==> src/rtl/mem_bus_arbiter_if.sv <==
// mem_bus_arbiter_if: master, host, RAM and IO signals seen by the bus arbiter
interface mem_bus_arbiter_if #(
    parameter int NUM_MASTERS    = 2,
    parameter int ADDR_WIDTH     = 32,
    parameter int RAM_ADDR_WIDTH = 17,
    parameter int DATA_WIDTH     = 8,
    parameter int IO_SEL_WIDTH   = 3
);
    logic                              host_active;
    logic [RAM_ADDR_WIDTH-1:0]         host_addr;
    logic                              host_wr;
    logic [DATA_WIDTH-1:0]             host_dout;
    logic [DATA_WIDTH-1:0]             host_din;
    logic [NUM_MASTERS-1:0]            m_req;
    logic [NUM_MASTERS*ADDR_WIDTH-1:0] m_addr;
    logic [NUM_MASTERS-1:0]            m_wr;
    logic [NUM_MASTERS*DATA_WIDTH-1:0] m_dout;
    logic [NUM_MASTERS-1:0]            m_gnt;
    logic [NUM_MASTERS-1:0]            m_rvalid;
    logic [DATA_WIDTH-1:0]             m_din;
    logic                              ram_we;
    logic [RAM_ADDR_WIDTH-1:0]         ram_addr;
    logic [DATA_WIDTH-1:0]             ram_din;
    logic [DATA_WIDTH-1:0]             ram_dout;
    logic                              io_en;
    logic [IO_SEL_WIDTH-1:0]           io_sel;
    logic                              io_wr;
    logic [DATA_WIDTH-1:0]             io_din;
    logic [DATA_WIDTH-1:0]             io_dout;
    logic                              io_full;

    modport slave (
        input  host_active, host_addr, host_wr, host_dout, m_req, m_addr, m_wr, m_dout,
               ram_dout, io_dout, io_full,
        output host_din, m_gnt, m_rvalid, m_din, ram_we, ram_addr, ram_din,
               io_en, io_sel, io_wr, io_din
    );

    modport master (
        output host_active, host_addr, host_wr, host_dout, m_req, m_addr, m_wr, m_dout,
               ram_dout, io_dout, io_full,
        input  host_din, m_gnt, m_rvalid, m_din, ram_we, ram_addr, ram_din,
               io_en, io_sel, io_wr, io_din
    );
endinterface

==> src/rtl/mem_bus_arbiter.sv <==
// mem_bus_arbiter: round-robin RAM/IO arbiter for N masters with host override and IO back-pressure
module mem_bus_arbiter #(
    parameter int NUM_MASTERS    = 2,
    parameter int ADDR_WIDTH     = 32,
    parameter int RAM_ADDR_WIDTH = 17,
    parameter int DATA_WIDTH     = 8,
    parameter int IO_SEL_WIDTH   = 3
) (
    input logic              clk,
    input logic              rst_n,
    mem_bus_arbiter_if.slave bus
);
    localparam int PW = $clog2(NUM_MASTERS) + 1;

    logic [NUM_MASTERS-1:0]    is_io, elig, gnt, rvalid_q;
    logic [PW-1:0]             ptr_q, ptr_d, idx;
    logic                      found, sel_io, sel_wr, src_io_q;
    logic [RAM_ADDR_WIDTH-1:0] sel_addr;
    logic [DATA_WIDTH-1:0]     sel_dout;

    // region decode per master; an IO write is held back while the IO buffer is full
    always_comb begin
        is_io = '0;
        elig  = '0;
        for (int i = 0; i < NUM_MASTERS; i++) begin
            is_io[i] = bus.m_addr[i*ADDR_WIDTH + RAM_ADDR_WIDTH -: 2] == 2'b11;
            elig[i]  = bus.m_req[i] && !(is_io[i] && bus.m_wr[i] && bus.io_full);
        end
    end

    // scan upward from the pointer (wrapping) and grant the first eligible master
    always_comb begin
        gnt   = '0;
        found = 1'b0;
        ptr_d = ptr_q;
        idx   = '0;
        for (int k = 0; k < NUM_MASTERS; k++) begin
            idx = ptr_q + PW'(k);
            idx = (idx >= PW'(NUM_MASTERS)) ? idx - PW'(NUM_MASTERS) : idx;
            for (int i = 0; i < NUM_MASTERS; i++)
                if (!found && !bus.host_active && elig[i] && idx == PW'(i)) begin
                    gnt[i] = 1'b1;
                    found  = 1'b1;
                    ptr_d  = (i == NUM_MASTERS - 1) ? '0 : PW'(i + 1);
                end
        end
    end

    // pick the granted master's request fields; gnt is one-hot or zero
    always_comb begin
        sel_addr = '0;
        sel_dout = '0;
        sel_wr   = 1'b0;
        sel_io   = 1'b0;
        for (int i = 0; i < NUM_MASTERS; i++)
            if (gnt[i]) begin
                sel_addr = bus.m_addr[i*ADDR_WIDTH +: RAM_ADDR_WIDTH];
                sel_dout = bus.m_dout[i*DATA_WIDTH +: DATA_WIDTH];
                sel_wr   = bus.m_wr[i];
                sel_io   = is_io[i];
            end
    end

    // steer the cycle's access to the host, RAM or IO; no access decodes to all-zero
    always_comb begin
        bus.ram_we   = 1'b0;
        bus.ram_addr = '0;
        bus.ram_din  = '0;
        bus.io_en    = 1'b0;
        bus.io_sel   = '0;
        bus.io_wr    = 1'b0;
        bus.io_din   = '0;
        if (bus.host_active) begin
            bus.ram_we   = bus.host_wr;
            bus.ram_addr = bus.host_addr;
            bus.ram_din  = bus.host_dout;
        end else if (found && sel_io) begin
            bus.io_en  = 1'b1;
            bus.io_sel = sel_addr[IO_SEL_WIDTH-1:0];
            bus.io_wr  = sel_wr;
            bus.io_din = sel_dout;
        end else if (found) begin
            bus.ram_we   = sel_wr;
            bus.ram_addr = sel_addr;
            bus.ram_din  = sel_dout;
        end
    end

    // advance the pointer past the winner, pipeline read-valid, remember where read data comes from
    always_ff @(posedge clk or negedge rst_n) begin
        if (!rst_n) begin
            ptr_q    <= '0;
            rvalid_q <= '0;
            src_io_q <= 1'b0;
        end else begin
            ptr_q    <= ptr_d;
            rvalid_q <= sel_wr ? '0 : gnt;
            if (found)
                src_io_q <= sel_io;
        end
    end

    assign bus.m_gnt    = gnt;
    assign bus.m_rvalid = rvalid_q;
    assign bus.m_din    = src_io_q ? bus.io_dout : bus.ram_dout;
    assign bus.host_din = bus.ram_dout;
endmodule

==> src/flat_wrapper.sv <==
// flat-port wrapper written by rule: the top's interface ports become plain ports
module mem_bus_arbiter_flat 
#(
    parameter int NUM_MASTERS    = 2,
    parameter int ADDR_WIDTH     = 32,
    parameter int RAM_ADDR_WIDTH = 17,
    parameter int DATA_WIDTH     = 8,
    parameter int IO_SEL_WIDTH   = 3
)
  (clk, rst_n, bus_host_active, bus_host_addr, bus_host_wr, bus_host_dout, bus_m_req, bus_m_addr, bus_m_wr, bus_m_dout, bus_ram_dout, bus_io_dout, bus_io_full, bus_host_din, bus_m_gnt, bus_m_rvalid, bus_m_din, bus_ram_we, bus_ram_addr, bus_ram_din, bus_io_en, bus_io_sel, bus_io_wr, bus_io_din);
  mem_bus_arbiter_if #(.NUM_MASTERS(NUM_MASTERS), .ADDR_WIDTH(ADDR_WIDTH), .RAM_ADDR_WIDTH(RAM_ADDR_WIDTH), .DATA_WIDTH(DATA_WIDTH), .IO_SEL_WIDTH(IO_SEL_WIDTH)) bus_i ();
  input logic clk;
  input logic rst_n;
  input wire logic [$bits(bus_i.host_active)-1:0] bus_host_active;
  input wire logic [$bits(bus_i.host_addr)-1:0] bus_host_addr;
  input wire logic [$bits(bus_i.host_wr)-1:0] bus_host_wr;
  input wire logic [$bits(bus_i.host_dout)-1:0] bus_host_dout;
  input wire logic [$bits(bus_i.m_req)-1:0] bus_m_req;
  input wire logic [$bits(bus_i.m_addr)-1:0] bus_m_addr;
  input wire logic [$bits(bus_i.m_wr)-1:0] bus_m_wr;
  input wire logic [$bits(bus_i.m_dout)-1:0] bus_m_dout;
  input wire logic [$bits(bus_i.ram_dout)-1:0] bus_ram_dout;
  input wire logic [$bits(bus_i.io_dout)-1:0] bus_io_dout;
  input wire logic [$bits(bus_i.io_full)-1:0] bus_io_full;
  output wire logic [$bits(bus_i.host_din)-1:0] bus_host_din;
  output wire logic [$bits(bus_i.m_gnt)-1:0] bus_m_gnt;
  output wire logic [$bits(bus_i.m_rvalid)-1:0] bus_m_rvalid;
  output wire logic [$bits(bus_i.m_din)-1:0] bus_m_din;
  output wire logic [$bits(bus_i.ram_we)-1:0] bus_ram_we;
  output wire logic [$bits(bus_i.ram_addr)-1:0] bus_ram_addr;
  output wire logic [$bits(bus_i.ram_din)-1:0] bus_ram_din;
  output wire logic [$bits(bus_i.io_en)-1:0] bus_io_en;
  output wire logic [$bits(bus_i.io_sel)-1:0] bus_io_sel;
  output wire logic [$bits(bus_i.io_wr)-1:0] bus_io_wr;
  output wire logic [$bits(bus_i.io_din)-1:0] bus_io_din;
  assign bus_i.host_active = bus_host_active;
  assign bus_i.host_addr = bus_host_addr;
  assign bus_i.host_wr = bus_host_wr;
  assign bus_i.host_dout = bus_host_dout;
  assign bus_i.m_req = bus_m_req;
  assign bus_i.m_addr = bus_m_addr;
  assign bus_i.m_wr = bus_m_wr;
  assign bus_i.m_dout = bus_m_dout;
  assign bus_i.ram_dout = bus_ram_dout;
  assign bus_i.io_dout = bus_io_dout;
  assign bus_i.io_full = bus_io_full;
  assign bus_host_din = bus_i.host_din;
  assign bus_m_gnt = bus_i.m_gnt;
  assign bus_m_rvalid = bus_i.m_rvalid;
  assign bus_m_din = bus_i.m_din;
  assign bus_ram_we = bus_i.ram_we;
  assign bus_ram_addr = bus_i.ram_addr;
  assign bus_ram_din = bus_i.ram_din;
  assign bus_io_en = bus_i.io_en;
  assign bus_io_sel = bus_i.io_sel;
  assign bus_io_wr = bus_i.io_wr;
  assign bus_io_din = bus_i.io_din;
  mem_bus_arbiter #(.NUM_MASTERS(NUM_MASTERS), .ADDR_WIDTH(ADDR_WIDTH), .RAM_ADDR_WIDTH(RAM_ADDR_WIDTH), .DATA_WIDTH(DATA_WIDTH), .IO_SEL_WIDTH(IO_SEL_WIDTH)) u_core (.clk(clk), .rst_n(rst_n), .bus(bus_i));
endmodule
==> config.mk <==
export PLATFORM = sky130hd
export DESIGN_NAME = mem_bus_arbiter_flat
export DESIGN_NICKNAME = d
export VERILOG_FILES = /design/src/rtl/mem_bus_arbiter_if.sv /design/src/rtl/mem_bus_arbiter.sv /design/src/flat_wrapper.sv
export SDC_FILE = /design/constraint.sdc
export NUM_CORES = 1
export LEC_CHECK = 0
export ABC_AREA = 0
export BUFFER_PORTS_ARGS = -buffer_cell sky130_fd_sc_hd__buf_4
export CORE_AREA = 2 2 74 76
export DETAILED_ROUTE_END_ITERATION = 8
export DIE_AREA = 0 0 76 78
export HOLD_SLACK_MARGIN = 0.05
export PLACE_DENSITY_LB_ADDON = 0.15
export SYNTH_ARGS = -nofsm -noshare
export SYNTH_HDL_FRONTEND = slang
export SYNTH_SLANG_ARGS = --single-unit
==> constraint.sdc <==
create_clock -name clk -period 1.94 [get_ports clk]
set_clock_uncertainty 0.2 [all_clocks]
set_input_delay 0.291 -clock clk [delete_from_list [all_inputs] [get_ports clk]]
set_output_delay 0.291 -clock clk [all_outputs]
set_load 0.02 [all_outputs]
==> After elaboration in Yosys (flattened, before gate mapping) <==
Cells that the tools add are included.
{ "op_classes": {"n_addsub": 3, "n_mul": 0, "div_mod_pow": 0, "order_cmp": 2, "eq_ne": 4, "shifts": 0, "muxes": 40, "bitwise": 0, "n_reduce_logical": 27} }
{ "ops": {"columns": ["cell", "n"], "rows": [
  ["$mux W17", 5],
  ["$mux W8", 8],
  ["$logic_and A1 B1 Y1", 18],
  ["$mux W1", 18],
  ["$mux W2", 7],
  ["$logic_not A1 Y1", 6],
  ["$mux W3", 2],
  ["$eq A2 B1 Y1 const B", 2],
  ["$eq A2 B2 Y1 const B", 2],
  ["$ge A2 B2 Y1 const B", 2],
  ["$logic_not A2 Y1", 2],
  ["$reduce_bool A4 Y1", 1],
  ["$sub A2 B2 Y2 const B", 2],
  ["$add A2 B1 Y2 const B", 1]
]} }
{ "totals": {"reg_bits": 5, "latch_bits": 0, "mem_bits_rw": 0, "mem_bits_ro": 0, "inputBits": 130, "output_inout_bits": 59, "word_cells": 79, "memories": 0} }

==> Longest topological paths before layout <==
{ "logic_depth": {"word_depth": 27, "depth_mapped": 7, "depth_no_buf": 5} }

==> Worst setup path after synthesis <==
OpenSTA, ideal clock, no wires.
{ "synth_path": {"path_type": "input to output", "from": "in bus_host_active", "to": "out bus_ram_din[6]", "arrival_ns": 1.576, "t_required_ns": 1.449, "setup_slack_ns": -0.127, "stages": 6, "path_buffers": 2, "cell_sequence": "buf_6 > nand2b_4 > a311oi_2 > buf_4 > a22oi_1 > o21ai_0"} }
{ "synth_via": {"elab_chain_cells": 23, "elab_cells_between_ends": 30, "classes_between": "14 x mux; 16 x reduce/logical"} }
{ "synth_rtl": {"columns": ["element", "line", "source"], "rows": [
  ["start, declared", "flat_wrapper.sv:14", "input wire logic [$bits(bus_i.host_active)-1:0] bus_host_active;"],
  ["$logic_not A1 Y1", "mem_bus_arbiter.sv:41", "if (!found && !bus.host_active && elig[i] && idx == PW'(i)) begin"],
  ["$logic_and A1 B1 Y1 (2 in series)", "mem_bus_arbiter.sv:41", null],
  ["$mux W1", "mem_bus_arbiter.sv:41", null],
  ["$logic_not A1 Y1", "mem_bus_arbiter.sv:41", null],
  ["$logic_and A1 B1 Y1 (3 in series)", "mem_bus_arbiter.sv:41", null],
  ["$mux W1", "mem_bus_arbiter.sv:41", null],
  ["$logic_not A1 Y1", "mem_bus_arbiter.sv:41", null],
  ["$logic_and A1 B1 Y1 (3 in series)", "mem_bus_arbiter.sv:41", null],
  ["$mux W1", "mem_bus_arbiter.sv:41", null],
  ["$logic_not A1 Y1", "mem_bus_arbiter.sv:41", null],
  ["$logic_and A1 B1 Y1 (3 in series)", "mem_bus_arbiter.sv:41", null],
  ["$mux W1", "mem_bus_arbiter.sv:41", null],
  ["$mux W8 or $mux W1 (tied branches)", "mem_bus_arbiter.sv:56", "if (gnt[i]) begin"],
  ["$mux W8 or $logic_and A1 B1 Y1 (tied branches)", "mem_bus_arbiter.sv:82, mem_bus_arbiter.sv:77", null],
  ["$mux W8", "mem_bus_arbiter.sv:77", "end else if (found && sel_io) begin"],
  ["$mux W8 *", "mem_bus_arbiter.sv:73", "if (bus.host_active) begin"],
  ["end, declared", "flat_wrapper.sv:31", "output wire logic [$bits(bus_i.ram_din)-1:0] bus_ram_din;"]
]} }
Every way passes the cells marked *; elsewhere a longest branch is shown, timed or not.

==> Worst setup path after layout <==
{ "layout_path": {"from": "reg u_core.ptr_q[0]", "to": "out bus_ram_addr[9]"} }
{ "layout_via": {"elab_chain_cells": 24, "elab_cells_between_ends": 39, "classes_between": "3 x add/sub; 2 x order compare; 2 x eq/ne; 16 x mux; 16 x reduce/logical"} }
{ "layout_rtl": {"columns": ["element", "line", "source"], "rows": [
  ["start, declared", "mem_bus_arbiter.sv:16", "logic [PW-1:0] ptr_q, ptr_d, idx;"],
  ["start signal, assigned", "mem_bus_arbiter.sv:96", "ptr_q <= ptr_d;"],
  ["$sub A2 B2 Y2 or $ge A2 B2 Y1 (tied branches)", "mem_bus_arbiter.sv:39", "idx = (idx >= PW'(NUM_MASTERS)) ? idx - PW'(NUM_MASTERS) : idx;"],
  ["$mux W2", "mem_bus_arbiter.sv:39", null],
  ["$logic_not A2 Y1", "mem_bus_arbiter.sv:41", null],
  ["$logic_and A1 B1 Y1", "mem_bus_arbiter.sv:41", null],
  ["$mux W1", "mem_bus_arbiter.sv:41", null],
  ["$logic_not A1 Y1", "mem_bus_arbiter.sv:41", null],
  ["$logic_and A1 B1 Y1 (3 in series)", "mem_bus_arbiter.sv:41", null],
  ["$mux W1", "mem_bus_arbiter.sv:41", null],
  ["[... 4 more ...]", null, null],
  ["$mux W1", "mem_bus_arbiter.sv:41", null],
  ["$logic_not A1 Y1", "mem_bus_arbiter.sv:41", null],
  ["$logic_and A1 B1 Y1 (3 in series)", "mem_bus_arbiter.sv:41", null],
  ["$mux W1", "mem_bus_arbiter.sv:41", null],
  ["$mux W17 or $mux W1 (tied branches)", "mem_bus_arbiter.sv:56", null],
  ["$mux W17 or $logic_and A1 B1 Y1 (tied branches)", "mem_bus_arbiter.sv:82, mem_bus_arbiter.sv:77", null],
  ["$mux W17 *", "mem_bus_arbiter.sv:77", null],
  ["$mux W17 *", "mem_bus_arbiter.sv:73", null],
  ["end, declared", "flat_wrapper.sv:30", "output wire logic [$bits(bus_i.ram_addr)-1:0] bus_ram_addr;"]
]} }
Marked as above.

==> results.md <==
- Status: finished with violations
- Failing checks: setup timing
- Worst endpoint data arrival time: around 1800 ps
- DR iter-0 viols: 44
- Finish-stage setup viols: 40
- Critical path type: flip-flop to output port
- Crit-path max FO: 5
- Cell Pwr Density: approximately 380 nW/um^2
- Post-route design area: about 2800 sq um
- TNS Setup: -10690 ps
- Syn Inst Count: 147
- Initial antenna violation count: 0
- Hold_sp: bus_m_wr[0]
- Total GRT Usage: about 17%
- Unrepaired setup endpoints after global routing: true
- Sequential cell area: about 100 sq um
- Peak VDD IR: approximately 0.19 mV
- Largest net degree at the start of global routing: 22
- Vias in the first global route: 1798
- CP startpoint kind: flip-flop
- Max Freq: ~440 MHz
- Distinct cells, synth: 33
- FF+latch count, synth: 4
- Critical path, cell by cell: buf_4 -> a311oi_4 -> buf_6 -> buf_12 -> buf_12 -> a22oi_1 -> o21ai_4 -> buf_6
- Synth async-reset ratio: 100%
- Synth Warn #: 0
- Clock share of power: between 15 and 20%
- Most area-consuming cells after synthesis: a22oi_1, dfrtp_1, nand2_1
- Die height: 78 um
- First-pass GRT wire length: between 8000 and 9000 um
- Layout cells sized above 1: between 70 and 80%
- Slew Viols, Final: 0
- Crit share post-route: 118%
- DRC errors left: 0
- GP Congestion: roughly 0.78
- H-tree depth: 1
- Int Pwr: ~650 uW
- Area of the multi-input gates: between 900 and 1000 sq um
- Final Util: between 50% and 60%
- Core Box Area: between 5000 and 6000 sq um
- MaxCap Viol Count: 0
- Post-synth top area share: a little over an eighth
- # diodes: 0
- Vias per Instance: ~4.6
- # IOs: between 150 and 200
- Cell area after synthesis: between 1000 and 1500 sq um
- # clock sinks: 4
- Drt first pass iters: 4
- Die width: approximately 76 um
- Area growth from synthesis to layout: 155%
- Most common cell in the netlist: nand2_1
- DP Area: about 2500 sq um
- Slowest stage cell, crit path: dfrtp_1
- Lkg Pwr: ~0.0013 uW
- Post-Syn Area per Cell: ~7.4 sq um
- Switching Fraction: roughly two fifths
- Fill cells: 485
- Die area: 5930 sq um
- CP Launch Point: u_core.ptr_q[0]$_DFFE_PN0P_
- Register share of total power: roughly 10%
- CTS buffer count: 3
- Starting Density: about 22%
- Slew headroom: about three quarters
- WL/cell: about 14 um
- Min-delay worst type: primary input to flip-flop
- P_sw: around 400 uW
- Nets: ~450
- Sequential fraction of the synthesis area: a little under a tenth
- Grt total ovfl: 0
- Final worst slack: -358 ps
- CTS Root Cell: clkbuf_8
- # rows: 26
- Synth area leader: a22oi_1
- Critical Path Sink Type: output port
- Logic gate share of total power: between 70% and 80%
- Final min period: approximately 2300 ps
- Number of flops mapped to enable cells by yosys: 0
- Vias: around 1.8k
- Worst-skew pair later-pin latency: 210 ps
- Critical Path RT: about 1500 ps
- Worst-margin pin slew: 376 ps
- Clock tree from TritonCTS: yes
- CTS clock-pin slew for the worst setup and hold paths: approximately 30 ps
- Worst stage delay on the critical path: ~400 ps
- Final ANT Viol Nets: 0
- Dpl hpwl: ~4400 um
- Worst r2r src: u_core.ptr_q[0]$_DFFE_PN0P_
- Most frequent cells after synthesis: nand2_1, a22oi_1, nor2_1, buf_4, o21ai_0
- Clk buf depth: 2
- Top_reg_cell synth: dfrtp_1
- Mapped Nets: between 200 and 300
- Routed WL: 5570 um
- IO Port Bufs: 160
- Final Hold Vio Count: 0
-- through the flow --
| stage | cells | setup slack (ps) | total power, uW | hold WS [ps] |
|---|---|---|---|---|
| 5_1_grt | 391 | -408 | 1110 | 174 |
| 4_1_cts | 390 | -339 | 1030 | 152 |
| 3_3_place_gp | 384 | -287 | 815 | -113 |
| 2_1_floorplan | 147 | -113 | 431 | -205 |
| 6_report | 391 | -358 | 1050 | 160 |
| 3_5_place_dp | 384 | -291 | 821 | -113 |
-- layout make-up --
cell class | count | share of cell area, %
multi-input cells | 121 | 33.5
inverters | 1 | 0.135
clock buffers | 3 | 1.48
flip-flops and latches | 4 | 3.59
well taps | 70 | 3.14
repair buffers | 192 | 58.2
-- flip-flops by register name (all words and copies together) (netlist names) --
name / cells
u_core.bus.m_rvalid: 2
u_core.ptr_q: 1
u_core.src_io_q: 1
-- kinds of logic after synthesis --
family | Yosys count | share of synthesized area, %
buffers and inverters | 22 | 15.7
flip-flops | 4 | 9.16
AND/OR/NAND/NOR | 52 | 22.9
AO/OA/AOI/OAI | 61 | 44.0
multiplexers | 8 | 8.25
-- cell usage in the layout (no fill, tap or decap), types with 2 or more instances in the layout --
cell,synthesis,layout
a22oi_1,19,14
a22oi_2,7,12
buf_12,0,6
buf_4,10,162
buf_6,5,21
clkbuf_8,0,3
dfrtp_1,4,4
mux2_2,8,8
nand2_1,26,26
nand2b_4,1,2
nand4_1,2,2
nor2_1,14,8
nor2_2,0,3
nor2_4,0,3
o21ai_0,10,5
o21ai_1,9,12
o21ai_2,9,10
-- critical path, delay by kind of cell, from the launching register on --
kind,cells,cell delay (ps)
buf+inv,5,710
flops,1,400
compound gates,3,480
-- routing by layer --
layer | part of all wire [%] | GRT usage [%] | up-vias | wire, um
li1 | - | - | 883 | -
met1 | 38 | 20.1 | 820 | 2140
met2 | 53 | 31.7 | 102 | 2960
met3 | 7.9 | 3.37 | 4 | 439
met4 | 0.68 | 3.27 | 0 | 38
met5 | 0 | 0 | - | 0
-- timing repair --
action	CTS	global route
setup endpoints to repair	40	41
cloned	0	1
pin swaps	2	9
endpoints found under the hold margin	4	0
resized for setup	25	17
setup buffers	2	0
hold buffers	1	0
-- power groups by stage --
stage	sequential (uW)	combinational, uW	clock (uW)
final	106	776	170
after global routing	108	826	177
after detailed placement	106	715	0
after floorplan	102	329	0
after global placement	106	709	0
after CTS	105	752	173
-- final timing paths --
kind,endpoint,slack [ps],cells after the start
setup / recovery,bus_ram_addr[9],-360,8
min in group asynchronous,u_core.src_io_q$_DFFE_PN0P_,210,2
setup reg to reg,u_core.src_io_q$_DFFE_PN0P_,310,6
hold / removal,u_core.bus.m_rvalid[0]$_DFF_PN0_,160,3
hold reg to reg,u_core.src_io_q$_DFFE_PN0P_,540,2
max in group asynchronous,u_core.bus.m_rvalid[1]$_DFF_PN0_,1230,2
No activity file was read; power rests on OpenSTA's default activity.
